--- src/rtl/zeroriscy_defines.sv ---
// Shared PPU definitions: op width, default lane count, serializer FSM states and the
// posit NaR helper.
package zeroriscy_defines;

    localparam int unsigned PPU_OP_WIDTH    = 4;
    localparam int unsigned PPU_NUM_DEFAULT = 2;

    typedef enum logic [1:0] {
        IDLE,
        ISSUE,
        WAIT,
        RESP
    } ppu_ser_state_e;

    // Posit NaR of the given width: MSB set, all other bits clear.
    function automatic logic [31:0] ppu_nar(input int unsigned width);
        return 32'(1) << (width - 1);
    endfunction

endpackage

--- src/rtl/ppu_lane_serializer.sv ---
// Time-multiplexes one narrow PPU core over the PPU_NUM posit lanes of a 32-bit request.
// Optional watchdog on the core response: define PPU_SERIALIZER_TIMEOUT_EN.
module ppu_lane_serializer
    import zeroriscy_defines::*;
#(
    parameter int unsigned PPU_NUM        = PPU_NUM_DEFAULT,
    parameter int unsigned TIMEOUT_CYCLES = 64,
    localparam int unsigned LANE_W        = 32 / PPU_NUM
) (
    input  logic                    clk,
    input  logic                    rst,
    input  logic                    ppu_valid_in,
    input  logic [31:0]             ppu_in1,
    input  logic [31:0]             ppu_in2,
    input  logic [PPU_OP_WIDTH-1:0] ppu_op,
    output logic [31:0]             ppu_out,
    output logic                    ppu_valid_o,
    output logic                    core_valid_o,
    output logic [LANE_W-1:0]       core_in1,
    output logic [LANE_W-1:0]       core_in2,
    output logic [PPU_OP_WIDTH-1:0] core_op,
    input  logic [LANE_W-1:0]       core_out_i,
    input  logic                    core_valid_i
`ifdef PPU_SERIALIZER_TIMEOUT_EN
    ,
    output logic                    ppu_timeout_o
`endif
);

    localparam int unsigned LaneIdxW = (PPU_NUM > 1) ? $clog2(PPU_NUM) : 1;
    localparam logic [LaneIdxW-1:0] LastLane = LaneIdxW'(PPU_NUM - 1);

    if (!(PPU_NUM == 1 || PPU_NUM == 2 || PPU_NUM == 4) || TIMEOUT_CYCLES < 1) begin : g_bad_cfg
        $error("ppu_lane_serializer: PPU_NUM must be 1, 2 or 4 and TIMEOUT_CYCLES >= 1");
    end

    ppu_ser_state_e          state_q;
    logic [31:0]             in1_q, in2_q, res_q, ppu_out_q;
    logic [LaneIdxW-1:0]     lane_q, lane_inc;
    logic [LANE_W-1:0]       core_in1_q, core_in2_q, lane_res;
    logic [PPU_OP_WIDTH-1:0] core_op_q;
    logic                    core_valid_q, ppu_valid_q;
    logic                    lane_done;
    logic [31:0]             res_next;

`ifdef PPU_SERIALIZER_TIMEOUT_EN
    localparam int unsigned CntW = $clog2(TIMEOUT_CYCLES + 1);
    localparam logic [31:0] NarWord = ppu_nar(LANE_W);

    logic [CntW-1:0] wd_cnt_q;
    logic            timeout_q;
    logic            wd_expired;

    assign wd_expired    = (wd_cnt_q == CntW'(TIMEOUT_CYCLES - 1));
    assign ppu_timeout_o = timeout_q;
`endif

    always_comb begin
        lane_inc  = lane_q + 1'b1;
        lane_done = core_valid_i;
        lane_res  = core_out_i;
`ifdef PPU_SERIALIZER_TIMEOUT_EN
        // Real data wins if it shows up on the very cycle the watchdog fires.
        lane_done = core_valid_i | wd_expired;
        lane_res  = core_valid_i ? core_out_i : NarWord[LANE_W-1:0];
`endif
        res_next                          = res_q;
        res_next[LANE_W*lane_q +: LANE_W] = lane_res;
    end

    always_ff @(posedge clk) begin
        if (rst) begin
            state_q      <= IDLE;
            lane_q       <= '0;
            in1_q        <= '0;
            in2_q        <= '0;
            res_q        <= '0;
            ppu_out_q    <= '0;
            ppu_valid_q  <= 1'b0;
            core_valid_q <= 1'b0;
            core_in1_q   <= '0;
            core_in2_q   <= '0;
            core_op_q    <= '0;
`ifdef PPU_SERIALIZER_TIMEOUT_EN
            wd_cnt_q     <= '0;
            timeout_q    <= 1'b0;
`endif
        end else begin
            core_valid_q <= 1'b0;
            ppu_valid_q  <= 1'b0;
            unique case (state_q)
                IDLE: begin
                    if (ppu_valid_in) begin
                        in1_q        <= ppu_in1;
                        in2_q        <= ppu_in2;
                        core_op_q    <= ppu_op;
                        lane_q       <= '0;
                        core_in1_q   <= ppu_in1[LANE_W-1:0];
                        core_in2_q   <= ppu_in2[LANE_W-1:0];
                        core_valid_q <= 1'b1;
                        state_q      <= ISSUE;
                    end
                end
                ISSUE: begin
`ifdef PPU_SERIALIZER_TIMEOUT_EN
                    wd_cnt_q <= '0;
`endif
                    state_q  <= WAIT;
                end
                WAIT: begin
                    if (lane_done) begin
                        res_q <= res_next;
                        if (lane_q == LastLane) begin
                            ppu_out_q   <= res_next;
                            ppu_valid_q <= 1'b1;
                            state_q     <= RESP;
                        end else begin
                            lane_q       <= lane_inc;
                            core_in1_q   <= in1_q[LANE_W*lane_inc +: LANE_W];
                            core_in2_q   <= in2_q[LANE_W*lane_inc +: LANE_W];
                            core_valid_q <= 1'b1;
                            state_q      <= ISSUE;
                        end
                    end
`ifdef PPU_SERIALIZER_TIMEOUT_EN
                    if (wd_expired && !core_valid_i) begin
                        timeout_q <= 1'b1;
                    end else if (!lane_done) begin
                        wd_cnt_q <= wd_cnt_q + 1'b1;
                    end
`endif
                end
                RESP: begin
                    state_q <= IDLE;
                end
                default: begin
                    state_q <= IDLE;
                end
            endcase
        end
    end

    assign ppu_out      = ppu_out_q;
    assign ppu_valid_o  = ppu_valid_q;
    assign core_valid_o = core_valid_q;
    assign core_in1     = core_in1_q;
    assign core_in2     = core_in2_q;
    assign core_op      = core_op_q;

endmodule

--- config.mk ---
export PLATFORM = sky130hd
export DESIGN_NAME = ppu_lane_serializer
export DESIGN_NICKNAME = d
export VERILOG_FILES = /design/src/rtl/zeroriscy_defines.sv /design/src/rtl/ppu_lane_serializer.sv
export SDC_FILE = /design/constraint.sdc
export NUM_CORES = 1
export LEC_CHECK = 0
export ABC_AREA = 1
export CORE_UTILIZATION = 45
export CTS_CLUSTER_DIAMETER = 120
export DETAILED_ROUTE_END_ITERATION = 10
export PLACE_DENSITY = 0.76
export SYNTH_ARGS = -nofsm -noshare
export SYNTH_HDL_FRONTEND = slang
export SYNTH_SLANG_ARGS = --single-unit
--- constraint.sdc ---
create_clock -name clk -period 1.25 [get_ports clk]
set_clock_uncertainty 0.1 [all_clocks]
set_input_delay 0.1875 -clock clk [delete_from_list [all_inputs] [get_ports clk]]
set_output_delay 0.1875 -clock clk [all_outputs]
set_load 0.02 [all_outputs]
; ---- Yosys cells after proc, flatten, opt, wreduce, memory -nomap -nowiden
; Index checks and enable logic that the tools add are counted.
[op_classes]
n_addsub = 2
n_eq_ne = 6
n_shift = 4
muxes = 22
bitwise = 2
n_reduce_logical = 9
[ops]
columns = operator, n
row1 = 16-bit two-way mux, 6
row2 = 16-bit case mux with 2 select lines, 2
row3 = 32-bit by 6-bit variable part select with 16-bit output, 2
row4 = 5-bit negation with 34-bit output, 1
row5 = 16-bit by 34-bit variable shift with 32-bit output (first input constant), 1
row6 = 16-bit by 34-bit variable part select with 32-bit output, 1
row7 = 32-bit bitwise mux, 1
row8 = 2-bit case mux with 4 select lines, 1
row9 = 1-bit two-way mux, 7
row10 = 2-bit two-way mux, 3
row11 = 2-bit inequality test (second input constant), 3
row12 = 2-bit AND reduction, 3
row13 = 3-bit AND reduction, 2
row14 = 2-bit == test (second input constant), 2
row15 = 1-bit case mux with 2 select lines, 2
row16 = 4-bit AND reduction, 1
row17 = 3-bit OR reduction, 1
row18 = 2-bit by 1-bit == test with 1-bit output (second input constant), 1
row19 = 2-bit zero test, 1
row20 = 1-bit NOT, 2
row21 = 2-bit nonzero test, 1
row22 = 1-bit adder (second input constant), 1
[word_totals]
regBits = 169
out_inout_bits = 70
elab_cells = 56

; ---- Logic depth before layout (Yosys ltp)
[depth]
ltp_word = 5
depth_mapped = 10

; ---- Least setup slack after synthesis
; Ideal clock, no wire load.
[synth_timing]
path_type = register -> register
from = register lane_q
to = register core_in1_q[11] (netlist: core_in1[11])
setup_ps = 112
arrival_time_ps = 1128
required_time_ps = 1038
setup_slack_ps = -90
path_stages_with_launch = 11
path_buffers = 3
period_less_slack_ps = 1340
cell_sequence = dfxtp_1 -> buf_2 -> inv_1 -> buf_2 -> buf_4 -> nand2_1 -> nand2_1 -> nand2_1 -> nand2_1 -> nor2_1 -> nor2_1
[synth_between]
elab_chain_len = 5
word_cells_on_any_way = 7
cone_classes = add/sub: 1 / eq/ne: 1 / shift: 1 / mux: 3 / reduce/logical: 1
[synth_lines]
columns = element, line_no
row1 = "start, declared", ppu_lane_serializer.sv:39  ; logic [LaneIdxW-1:0] lane_q, lane_inc;
row2 = "start signal, assigned", ppu_lane_serializer.sv:118  ; lane_q <= lane_inc;
row3 = 1-bit adder, ppu_lane_serializer.sv:59  ; lane_inc = lane_q + 1'b1;
row4 = 32-bit by 6-bit variable part select with 16-bit output, ppu_lane_serializer.sv:119  ; core_in1_q <= in1_q[LANE_W*lane_inc +: LANE_W];
row5 = 16-bit two-way mux, ppu_lane_serializer.sv:113  ; if (lane_q == LastLane) begin
row6 = 16-bit two-way mux, ppu_lane_serializer.sv:111  ; if (lane_done) begin
row7 = 16-bit case mux with 2 select lines, ppu_lane_serializer.sv:91  ; unique case (state_q)
row8 = "end signal, assigned", ppu_lane_serializer.sv:98  ; core_in1_q <= ppu_in1[LANE_W-1:0];
row9 = "end signal, assigned", ppu_lane_serializer.sv:119
row10 = "end, declared", ppu_lane_serializer.sv:40  ; logic [LANE_W-1:0] core_in1_q, core_in2_q, lane_res;
; Several ways; a longest one is shown, not always the timed one. The select of a mux whose other input is x is not followed.
; A chain may end at the register's enable or synchronous reset.

; ---- Worst setup path after layout
[layout_timing]
from = register state_q[1]
to = register ppu_out_q[23] (netlist: ppu_out[23])
[layout_between]
elab_chain_len = 2
[layout_lines]
columns = element, line_no
row1 = "start, declared", ppu_lane_serializer.sv:37  ; ppu_ser_state_e state_q;
row2 = "start signal, assigned", ppu_lane_serializer.sv:73  ; state_q <= IDLE;
row3 = "start signal, assigned", ppu_lane_serializer.sv:101  ; state_q <= ISSUE;
row4 = "start signal, assigned", ppu_lane_serializer.sv:108  ; state_q <= WAIT;
row5 = 2-bit == test, ppu_lane_serializer.sv:91
row6 = 3-bit AND reduction (no source line), --
row7 = "end signal, assigned", ppu_lane_serializer.sv:114  ; ppu_out_q <= res_next;
row8 = "end, declared", ppu_lane_serializer.sv:38  ; logic [31:0] in1_q, in2_q, res_q, ppu_out_q;
; Every way passes these cells.

==> out/results.tsv <==
metric	value	unit
Arr. time, crit path	1640	ps
yosys warns	0	
routed via count	6607	
Detailed Place HPWL	11.6	mm
Synth area leaders	dfxtp_1, nand2_1, nor2_1	
initial antenna violation count	0	
Cell Int Power	8.93	mW
type of element capturing the critical path	flop	
commonest non-fill, non-tap cell in the layout	nand2_1	
vias in the first global route	6036	
drt drc	0	
Skew-Pair Late Insertion Delay	420	ps
fin. max-slew vios	0	
Hold Vio Cnt, Final	0	
PD cells	1360	nW/um^2
pin count of the biggest net entering global routing	48	
Vias/cell	4.91	
die height	123	um
Psw	3.39	mW
share of cells above drive strength 1	16.1	%
final RePlAce weighted congestion	0.845	
Hold Slack	240	ps
cell taking the most area after synthesis	dfxtp_1	
routed len/inst	13.9	um
cell count after synthesis	996	
share of the synthesized area in the top cell type	46.6	%
status	finished, violations left	
H-tree level count	4	
clock period minus worst slack	1370	ps
register area share after synthesis	46.6	%
worst slew pin tran	305	ps
Setup Total Neg Slack	-10300	ps
Comb pwr share	18.1	%
fin util	64.5	%
Synth Register Bits	153	
Tot GR Track Use	24.7	%
final wirelength	18.6	mm
clock share of power	37.9	%
most frequent cells in the layout	nand2_1, nor2_1, dfxtp_1, clkdlybuf4s50_1, o21ai_0	
Max Fclk	0.730	GHz
CTS clk-pin slew, worst paths	60	ps
DR pass1 iterations	4	
IO Pins	158	
Peak VDD IR	1030	uV
Final period util	110	%
net count after synthesis	1084	
Sink Count	153	
Die Area	15100	sq um
Worst Path Max Fanout	25	
leakage power	4.50	nW
# port buffers	157	
switch share	27.5	%
synthesized cell area	6580	sq um
final setup fails	150	
Worst Setup Start Kind	flop	
first-pass GRT wire length	28.9	mm
Routed Antenna Nets	0	
min-delay worst type	primary input to flop	
# diodes	0	
TritonCTS clock tree	done	
initial core utilization	46.7	%
Final nets	1241	
chip width	123	um
Mapped Avg Cell Area	6.60	sq um
failing checks	setup timing	
pre-CTS setup slack	-364	ps
Num CTS Buffers	17	
CP Class	flop to flop	
Core Box Area	14100	sq um
worst rel slew slack	79.7	%
FP Rows	43	
sequential power share	44.1	%
setup ws final	-120	ps
Hold-fix buffers, CTS	0	
Area Growth Syn to Fin	38.2	%
WP data required	1520	ps
clk buf depth	2	
drt first-iter violations	545	
grt ovf	0	
Max Cap Viol	0	
total power	12.3	mW
RSZ-0062 raised after global routing	true	
clock tree root buffer cell	clkbuf_16	
count of cell types in the netlist	17	
==> timing repair <==
item / in CTS / in global routing
endpoints found under the setup margin: 221 / 173
gates cloned: 3 / 4
gates resized for setup: 305 / 80
pin swaps: 2 / 6
setup buffers: 3 / 2
==> cell type report <==
type | instances | area (sq um)
Sequential cell | 153 | 3080
Clock inverter | 11 | 82.6
Timing Repair Buffer | 205 | 1960
Clock buffer | 20 | 437
Fill cell | 1281 | 5010
Tap cell | 180 | 225
Inverter | 40 | 164
Multi-Input combinational cell | 736 | 3140
==> power by group through the flow <==
| stage | sequential [mW] | combinational, mW | clock [mW] |
|---|---|---|---|
| floorplan | 5.66 | 1.07 | 0 |
| global placement | 5.52 | 2.08 | 0 |
| detailed placement | 5.53 | 2.12 | 0 |
| CTS | 5.43 | 2.10 | 4.72 |
| global route | 5.47 | 2.49 | 4.91 |
| finish | 5.43 | 2.23 | 4.66 |
==> per-stage QoR <==
step | area (sq um) | instances
floorplan | 6600 | 996
global placement | 8440 | 1302
detailed placement | 8440 | 1302
CTS | 8750 | 1339
global route | 9090 | 1345
finish | 9090 | 1345
==> critical path: stages (launching register included) <==
cell and delay [ps]:
dfxtp_4 370, buf_4 140, nand2_8 70, nor2_8 120
nand2_4 80, nor2_4 120, buf_12 180, nand2_1 70
nand2_1 60
==> flip-flops by register name, indices dropped and copies added, names as in the netlist <==
signal / count
in1_q: 32
in2_q: 32
ppu_out: 32
core_in1: 16
core_in2: 16
res_q: 16
core_op: 4
state_q: 2
core_valid_o: 1
lane_q: 1
ppu_valid_o: 1
==> cells by family (layout without fill, tap and decap cells) <==
| group | count (synthesis) | count (layout) | share of synthesized area [%] |
|---|---|---|---|
| AND/OR/NAND/NOR | 647 | 647 | 38.9 |
| flip-flops | 153 | 153 | 46.6 |
| buffers and inverters | 107 | 276 | 7.74 |
| AO/OA/AOI/OAI | 89 | 89 | 6.77 |
==> cell usage after synthesis <==
master	n
nand2_1	340
nor2_1	235
dfxtp_1	153
o21ai_0	85
nand3_1	66
inv_1	37
buf_2	23
clkbuf_1	22
buf_4	11
buf_1	6
buf_6	5
a21oi_1	4
inv_2	3
nand2_4	2
nor2_4	2
nand2_2	1
nor2_8	1
==> path summary, 6_finish.rpt <==
kind / slack [ps] / cells past startpoint / to / startpoint
max: -120 / 8 / ppu_out[23]$_SDFFE_PP0P_ / state_q[1]$_SDFFE_PP0P_
min: 240 / 3 / ppu_out[19]$_SDFFE_PP0P_ / core_out_i[3]
max reg2reg: -120 / 8 / ppu_out[23]$_SDFFE_PP0P_ / state_q[1]$_SDFFE_PP0P_
min reg2reg: 360 / 2 / ppu_out[10]$_SDFFE_PP0P_ / ppu_out[10]$_SDFFE_PP0P_
==> layer usage <==
layer	track usage, %	share of wire (%)
met1	30.9	43
met2	41.3	48
met3	5.67	6.4
met4	9.38	2.0
met5	0	0
Power figures use the tool's default switching activity.
